===== src/rtl/flash_dma_ctrl.sv =====
// flash_dma_ctrl: flash-to-RAM DMA engine with boot IPL copy and word-interleaved CPU flash reads
//   cpu  : i_cpu_addr/i_cpu_rd_valid in, o_cpu_rd_ready pulse, o_cpu_rdata held
//   cfg  : i_cfg_src/i_cfg_dst/i_cfg_len latched on i_cfg_start while idle; o_dma_busy, o_dma_done pulse
//   ram  : o_wr_addr/o_wr_data/o_wr_strobe held until i_wr_ready
//   flash: o_fl_valid/o_fl_continue/o_fl_addr request, i_fl_ready/i_fl_rdata completion
module flash_dma_ctrl #(
  parameter int DEST_WIDTH = 16,
  parameter int LEN_WIDTH = 16,
  parameter int CPU_ADDR_WIDTH = 20,
  parameter logic [23:0] USER_BASE = 24'h100000,
  parameter bit IPL_ENABLE = 1'b1,
  parameter logic [23:0] IPL_SRC = 24'h100000,
  parameter logic [DEST_WIDTH-1:0] IPL_DEST = '0,
  parameter logic [LEN_WIDTH-1:0] IPL_LEN = 16'h3a00
) (
  input  logic                      clk,
  input  logic                      reset,
  input  logic [CPU_ADDR_WIDTH-1:0] i_cpu_addr,
  input  logic                      i_cpu_rd_valid,
  output logic                      o_cpu_rd_ready,
  output logic [31:0]               o_cpu_rdata,
  input  logic [23:0]               i_cfg_src,
  input  logic [DEST_WIDTH-1:0]     i_cfg_dst,
  input  logic [LEN_WIDTH-1:0]      i_cfg_len,
  input  logic                      i_cfg_start,
  output logic                      o_dma_busy,
  output logic                      o_dma_done,
  output logic [DEST_WIDTH-1:0]     o_wr_addr,
  output logic [31:0]               o_wr_data,
  output logic [3:0]                o_wr_strobe,
  input  logic                      i_wr_ready,
  output logic                      o_fl_valid,
  output logic                      o_fl_continue,
  output logic [23:0]               o_fl_addr,
  input  logic                      i_fl_ready,
  input  logic [31:0]               i_fl_rdata
);
  typedef enum logic [2:0] {S_IDLE, S_ARB, S_DMA_RD, S_DMA_WR, S_CPU_RD, S_FINISH} state_t;
  state_t r_state, w_next;
  logic [23:0] r_src;
  logic [DEST_WIDTH-1:0] r_dst;
  logic [LEN_WIDTH-1:0] r_rem;
  logic r_busy, r_done, r_cpu_ready, r_cont;
  logic [31:0] r_cpu_rdata, r_wr_data;
  logic w_cpu_req;
  logic [23:0] w_cpu_fl_addr;
  // the CPU still holds valid in the cycle its ready pulse is out; that is not a new request
  assign w_cpu_req = i_cpu_rd_valid & ~r_cpu_ready;
  assign w_cpu_fl_addr = USER_BASE + 24'(i_cpu_addr & ~CPU_ADDR_WIDTH'(3));
  always_comb begin
    w_next = r_state;
    case (r_state)
      S_IDLE:   w_next = i_cfg_start ? S_ARB : w_cpu_req ? S_CPU_RD : S_IDLE;
      S_ARB:    w_next = r_rem == '0 ? S_FINISH : w_cpu_req ? S_CPU_RD : S_DMA_RD;
      S_DMA_RD: w_next = i_fl_ready ? S_DMA_WR : S_DMA_RD;
      S_DMA_WR: w_next = i_wr_ready ? S_ARB : S_DMA_WR;
      S_CPU_RD: w_next = i_fl_ready ? (r_busy ? S_ARB : S_IDLE) : S_CPU_RD;
      default:  w_next = S_IDLE;
    endcase
  end
  always_ff @(posedge clk) begin
    if (reset) begin
      r_state <= IPL_ENABLE ? S_ARB : S_IDLE;
      r_src <= IPL_SRC & ~24'h3;
      r_dst <= IPL_DEST;
      r_rem <= IPL_ENABLE ? IPL_LEN : '0;
      r_busy <= IPL_ENABLE;
      r_done <= 1'b0;
      r_cpu_ready <= 1'b0;
      r_cont <= 1'b0;
      r_cpu_rdata <= '0;
      r_wr_data <= '0;
    end else begin
      r_state <= w_next;
      r_done <= r_state == S_FINISH;
      r_cpu_ready <= r_state == S_CPU_RD && i_fl_ready;
      if (r_state == S_IDLE && i_cfg_start) begin
        r_src <= i_cfg_src & ~24'h3;
        r_dst <= i_cfg_dst;
        r_rem <= i_cfg_len;
        r_busy <= 1'b1;
        r_cont <= 1'b0;
      end
      if (r_state == S_FINISH) r_busy <= 1'b0;
      if (r_state == S_DMA_RD && i_fl_ready) begin
        r_wr_data <= i_fl_rdata;
        r_src <= r_src + 24'd4;
        r_cont <= 1'b1;
      end
      if (r_state == S_DMA_WR && i_wr_ready) begin
        r_dst <= r_dst + DEST_WIDTH'(1);
        r_rem <= r_rem - LEN_WIDTH'(1);
      end
      // a CPU read breaks the sequential flash stream
      if (r_state == S_CPU_RD && i_fl_ready) begin
        r_cpu_rdata <= i_fl_rdata;
        r_cont <= 1'b0;
      end
    end
  end
  assign o_fl_valid = r_state == S_DMA_RD || r_state == S_CPU_RD;
  assign o_fl_continue = r_state == S_DMA_RD && r_cont;
  assign o_fl_addr = r_state == S_CPU_RD ? w_cpu_fl_addr : r_src;
  assign o_wr_strobe = {4{r_state == S_DMA_WR}};
  assign o_wr_addr = r_dst;
  assign o_wr_data = r_wr_data;
  assign o_dma_busy = r_busy;
  assign o_dma_done = r_done;
  assign o_cpu_rd_ready = r_cpu_ready;
  assign o_cpu_rdata = r_cpu_rdata;
endmodule


===== config.mk =====
export PLATFORM = sky130hd
export DESIGN_NAME = flash_dma_ctrl
export DESIGN_NICKNAME = d
export VERILOG_FILES = /design/src/rtl/flash_dma_ctrl.sv
export SDC_FILE = /design/constraint.sdc
export NUM_CORES = 1
export LEC_CHECK = 0
export BUFFER_PORTS_ARGS = -buffer_cell sky130_fd_sc_hd__buf_4
export CAP_MARGIN = 10
export CORE_UTILIZATION = 30
export CTS_BUF_LIST = sky130_fd_sc_hd__clkbuf_2 sky130_fd_sc_hd__clkbuf_4 sky130_fd_sc_hd__clkbuf_8
export DETAILED_ROUTE_END_ITERATION = 8
export GPL_ROUTABILITY_DRIVEN = 0
export PLACE_DENSITY = 0.65
export SYNTH_ARGS = -nofsm -noshare
export SYNTH_HDL_FRONTEND = slang
export SYNTH_SLANG_ARGS = --single-unit
export TNS_END_PERCENT = 5

===== constraint.sdc =====
create_clock -name clk -period 2.8 [get_ports clk]
set_input_delay 0.14 -clock clk [delete_from_list [all_inputs] [get_ports clk]]
set_output_delay 0.14 -clock clk [all_outputs]
set_load 0.02 [all_outputs]

# == Yosys cells after proc, flatten, opt, wreduce, memory -nomap -nowiden ==
# Cells that the tools add are included.
# W data, S select, Z words.
# totals
ff_bits,127
output_inout_bits,113
input_bits,114
wordCells,53
# classes
reduce_logical,12
n_bitwise,2
eq_ne,5
addsub,4
n_mux,20
# op_table
operator,n
$mux W24,3
$mux W16,4
$add A24 B3 Y24 const B,1
$add A21 B20 Y22 const A,1
$add A16 B1 Y16 const B,1
$logic_not A16 Y1,1
$sub A16 B1 Y16 const B,1
$mux W3,5
$pmux W3 S5,1
$eq A3 B2 Y1 const B,2
$eq A3 B3 Y1 const B,2
$mux W1,6
$reduce_bool A2 Y1,3
$logic_and A1 B1 Y1,5
$eq A3 B1 Y1 const B,1
$logic_not A3 Y1,1
$mux W2,1
$reduce_or A2 Y1,1
$and A1 B1 Y1,1
$logic_or A1 B1 Y1,1
$not A1 Y1,1

# == Logic depth before layout (Yosys ltp) ==
# depth
ltp_word,5
ltp_mapped,7
ltp_nobuf,7

# == Least setup slack after synthesis ==
# Ideal clock, no wire load.
# synth_timing
kind,reg-to-reg
start,register r_rem[7]
end,register r_state[2]
slack_ns,0.549
path_stages_with_launch,6
n_path_buf,0
setup_ns,0.080
required_ns,2.720
arrival_time_ns,2.171
synth_period_minus_slack_ns,2.251
path_cell_list,dfxtp_1 > or4_4 > or2_4 > or4_4 > or3b_1 > a211oi_2
# synth_via
elab_chain_cells,3
# synth_lines
element,line,source
"start, declared",42,logic [LEN_WIDTH-1:0] r_rem;
"start signal, assigned",66,r_rem <= IPL_ENABLE ? IPL_LEN : '0;
"start signal, assigned",80,r_rem <= i_cfg_len;
"start signal, assigned",92,r_rem <= r_rem - LEN_WIDTH'(1);
$logic_not A16 Y1,54,S_ARB: w_next = r_rem == '0 ? S_FINISH : w_cpu_req ? S_CPU_RD : S_DMA_RD;
$mux W3,54,
$pmux W3 S5,52,case (r_state)
"end signal, assigned",63,r_state <= IPL_ENABLE ? S_ARB : S_IDLE;
"end signal, assigned",74,r_state <= w_next;
"end, declared",39,"state_t r_state, w_next;"
# Every way passes these cells.
# A chain may end at the register's enable or synchronous reset.

# == Worst setup path in the final report ==
# layout_timing
start,register r_state[2]
end,output port o_fl_addr[3]
# layout_via
elab_chain_cells,2
# layout_lines
element,line,source
$eq A3 B3 Y1,103,assign o_fl_addr = r_state == S_CPU_RD ? w_cpu_fl_addr : r_src;
$mux W24,103,
"end, declared",34,"output logic [23:0] o_fl_addr,"
# Every way passes these cells.

==> tab_implementation.tex <==
\begin{tabular}{lr}
\hline
Metric & Value \\
\hline
\multicolumn{2}{l}{\textbf{Run status}} \\
\quad Run status & complete, but fails checks \\
\quad Failing checks & DRC \\
\multicolumn{2}{l}{\textbf{Clock network}} \\
\quad Clk pin slew, worst setup/hold paths & 80 ps \\
\quad Sinks on Clock Net & 125 \\
\quad Maximum buffer depth of the clock tree & 2 \\
\quad Post-CTS resize count & 0 \\
\quad Postcts setup bufs & 0 \\
\quad CTS HTree Levels & 4 \\
\quad Clock root buffer & sky130\_fd\_sc\_hd\_\_clkbuf\_8 \\
\quad Number of buffers created by CTS & 17 \\
\quad Hold buffer count at cts & 81 \\
\quad CTS tree & built \\
\quad Clock latency reported for the late side of the worst-skew pair & 440 ps \\
\multicolumn{2}{l}{\textbf{Setup path}} \\
\quad CP dominant cell by count & sky130\_fd\_sc\_hd\_\_buf\_4 \\
\quad Critical Path Start Type & flop \\
\quad Worst r2r dst & r\_state[2] \\
\quad Worst R2R Setup Slack & 440 ps \\
\quad Path depth of the worst reg2reg path & 5 \\
\quad CP max stage delay & 680 ps \\
\quad Highest net fanout along the worst path & 23 \\
\quad Critical path data required time & 2660 ps \\
\quad Critical register-to-register path startpoint & r\_rem[7] \\
\quad Number of gates on the worst path with buffers counted & 5 \\
\quad Worst path buffer plus inverter count & 2 \\
\quad Highest-delay cell along the critical path & sky130\_fd\_sc\_hd\_\_dfxtp\_1 \\
\quad Setup crit end & o\_fl\_addr[3] \\
\quad Series of cell instances along the critical path & nand2b\_1 > nor2\_2 > buf\_4 > mux2\_2 > buf\_4 \\
\quad CP startpoint & r\_state[2] \\
\quad Crit-path leading delay family & flip-flops \\
\quad Kind of critical path & flop to output pin \\
\quad Data arrival time of the worst path & 2420 ps \\
\quad Endpoint class of the critical path & output pin \\
\multicolumn{2}{l}{\textbf{Global route}} \\
\quad Wire length of the first global-routing pass & 29.3 mm \\
\quad Number of global-route vias before repair & 5795 \\
\quad Aggregate global-route resource usage & 19.1\% \\
\quad Remaining Overflow, GRT & 0 \\
\quad Largest net degree at the start of global routing & 58 \\
\quad Antenna violations before repair & 0 \\
\multicolumn{2}{l}{\textbf{Detailed routing}} \\
\quad Detailed-route DRC error count & 30 \\
\quad Avg WL per Cell & 15.3 µm \\
\quad Number of design-rule violations left by the first detailed-router iteration & 330 \\
\quad Detailed-route vias per instance & 5.08 \\
\quad Number of antenna-violating nets in the routed design & 0 \\
\quad Final WL & 18.2 mm \\
\quad First-pass DRT Iterations & 7 \\
\quad Via count & 6028 \\
\multicolumn{2}{l}{\textbf{Floorplan}} \\
\quad Height of the die & 138 µm \\
\quad I/O pin count & 227 \\
\quad Area enclosed by the die boundary & 19100 µm² \\
\quad Initial cell density of the core & 30.8\% \\
\quad Placement row count & 49 \\
\quad Width of the chip & 138 µm \\
\quad Core Box Area & 18100 µm² \\
\multicolumn{2}{l}{\textbf{Placement}} \\
\quad Placed cell count & 1073 \\
\quad Port Buffers & 220 \\
\quad Setup slack after placement & 450 ps \\
\quad Half-perimeter wire length after detailed placement & 12.0 mm \\
\multicolumn{2}{l}{\textbf{Final layout}} \\
\quad Fin cells & 1186 \\
\quad N\_diodes & 0 \\
\quad Fraction of layout cells with a size suffix above 1 & 31.5\% \\
\quad Area Growth Syn to Fin & 56.0\% \\
\quad Final core utilization & 48.1\% \\
\quad Layout net count & 1061 \\
\multicolumn{2}{l}{\textbf{Pwr}} \\
\quad Static Leak & 3.56 nW \\
\quad Peak supply drop & 0.291 mV \\
\quad Power density relative to cell area & 517 nW/µm² \\
\quad Total power & 4.50 mW \\
\multicolumn{2}{l}{\textbf{STA}} \\
\quad Number of failing hold endpoints at the final stage & 0 \\
\quad Max Freq & 391 MHz \\
\quad Setup total negative slack & 0 ps \\
\quad Setup repair after global routing missed its margin & false \\
\quad Setup skew after layout & 14.2 ps \\
\quad Worst Slack Setup Final & 243 ps \\
\quad Headroom to the max-slew limit & 56.8\% \\
\quad Fin crit share & 91.3\% \\
\quad Max-slew violation count & 0 \\
\quad Worst-margin pin slew & 648 ps \\
\quad Crit path time final & 2560 ps \\
\quad Setup Viol. Count Final & 0 \\
\multicolumn{2}{l}{\textbf{Logic synthesis}} \\
\quad Post-synth top flop & sky130\_fd\_sc\_hd\_\_dfxtp\_1 \\
\quad Proportion of synthesized flip-flops having asynchronous set or reset & 0\% \\
\quad Mapped Cells & 663 \\
\quad Most frequent cell after synthesis & sky130\_fd\_sc\_hd\_\_dfxtp\_1 \\
\quad Area share of the largest cell type after synthesis & 44.9\% \\
\quad Commonest cells in the netlist & sky130\_fd\_sc\_hd\_\_dfxtp\_1 (125), sky130\_fd\_sc\_hd\_\_nand2\_1 (110), sky130\_fd\_sc\_hd\_\_a21oi\_1 (67) \\
\quad Number of warnings reported in the yosys synthesis log & 0 \\
\quad Cell type with the largest total area after synthesis & sky130\_fd\_sc\_hd\_\_dfxtp\_1 \\
\quad Top area cells in the synthesized netlist & sky130\_fd\_sc\_hd\_\_dfxtp\_1 (45\%), sky130\_fd\_sc\_hd\_\_nand2\_1 (7.4\%), sky130\_fd\_sc\_hd\_\_a21oi\_1 (6.0\%) \\
\quad Post-synthesis sequential area ratio & 44.9\% \\
\quad Cell area after technology mapping & 5580 µm² \\
\quad Number of synthesized register bits & 125 \\
\quad EDFF count, synth & 0 \\
\quad Number of distinct standard cells referenced by the synthesized netlist & 55 \\
\quad Average size of a mapped cell & 8.41 µm² \\
\multicolumn{2}{l}{\textbf{Min path}} \\
\quad Hold Path Origin & i\_cfg\_len[3] \\
\quad Hold Path Class & input pin to flop \\
\quad Count of cells along the worst hold path & 3 \\
\multicolumn{2}{l}{\textbf{Flow run}} \\
\quad Max capacitance violation total & 0 \\
\hline
\end{tabular}
[through the flow]
| step | hold slack, ps | cell area, µm² |
|---|---|---|
| after floorplan | 258 | 5580 |
| after global placement | 347 | 7460 |
| after detailed placement | 348 | 7460 |
| after CTS | 1.80 | 8700 |
| after global routing | 25.0 | 8700 |
| final | 47.9 | 8700 |
[worst reg2reg max path, cell delays in order, from the launching register on]
cell and delay [ps]:
sky130_fd_sc_hd__dfxtp_1 360, sky130_fd_sc_hd__or4_4 580, sky130_fd_sc_hd__or2_4 260, sky130_fd_sc_hd__or4_4 520, sky130_fd_sc_hd__or3b_1 390, sky130_fd_sc_hd__a211oi_2 170
[registers in the layout, summed over array words and instances (netlist names)]
register,cells
o_dma_busy,1
o_cpu_rd_ready,1
r_rem,16
o_cpu_rdata,32
o_wr_data,32
r_src,22
r_state,3
o_dma_done,1
o_wr_addr,16
r_cont,1
[placed cells by master (no fill, tap or decap), types with 10 or more instances in the layout]
cell and count:
sky130_fd_sc_hd__buf_4 231, sky130_fd_sc_hd__dfxtp_1 125, sky130_fd_sc_hd__nand2_1 110, sky130_fd_sc_hd__dlygate4sd3_1 81, sky130_fd_sc_hd__a21oi_1 66, sky130_fd_sc_hd__nor2_1 46
sky130_fd_sc_hd__a22o_1 32, sky130_fd_sc_hd__mux2_2 22, sky130_fd_sc_hd__nand3_1 22, sky130_fd_sc_hd__nor3_1 17, sky130_fd_sc_hd__clkbuf_8 17, sky130_fd_sc_hd__a31oi_1 16
sky130_fd_sc_hd__o21ai_0 14, sky130_fd_sc_hd__nand4_1 11, sky130_fd_sc_hd__or3_1 11, sky130_fd_sc_hd__nor4_1 10
[routing by layer]
metal  track usage (%)  vias up  routed length (µm)
met1              22.6     2843                7770
met3              5.26       19                 992
li1                  -     2988                   -
met5                 0        -                   0
met2              33.8      178                9160
met4              5.38        0                 254
[report_power, final]
part / switching, mW / internal (mW)
clock: 0.836 / 0.913
sequential: 0.0962 / 1.86
combinational: 0.388 / 0.409
[worst min path at each step]
stage,endpoint
global route,r_src[8]
global placement,r_rem[12]
finish,r_rem[3]
CTS,r_rem[3]
floorplan,r_rem[12]
detailed placement,r_rem[12]
[logic make-up after synthesis]
family | after synthesis | share of synthesized area, %
flops | 125 | 44.9
compound gates | 184 | 22.1
xor+xnor | 2 | 0.314
fa+ha+maj | 3 | 0.673
mux | 25 | 4.98
other cells | 1 | 0.0672
buf+inv | 56 | 4.13
simple gates | 267 | 22.9
[area by class of cell]
class	count	area [µm²]
Inverter	3	11.3
Tap cell	229	287
Fill cell	1733	9380
Clock inverter	15	200
Sequential cell	125	2500
Timing Repair Buffer	314	2580
Multi-Input combinational cell	483	2890
Clock buffer	17	234
Power figures use the tool's default switching activity.
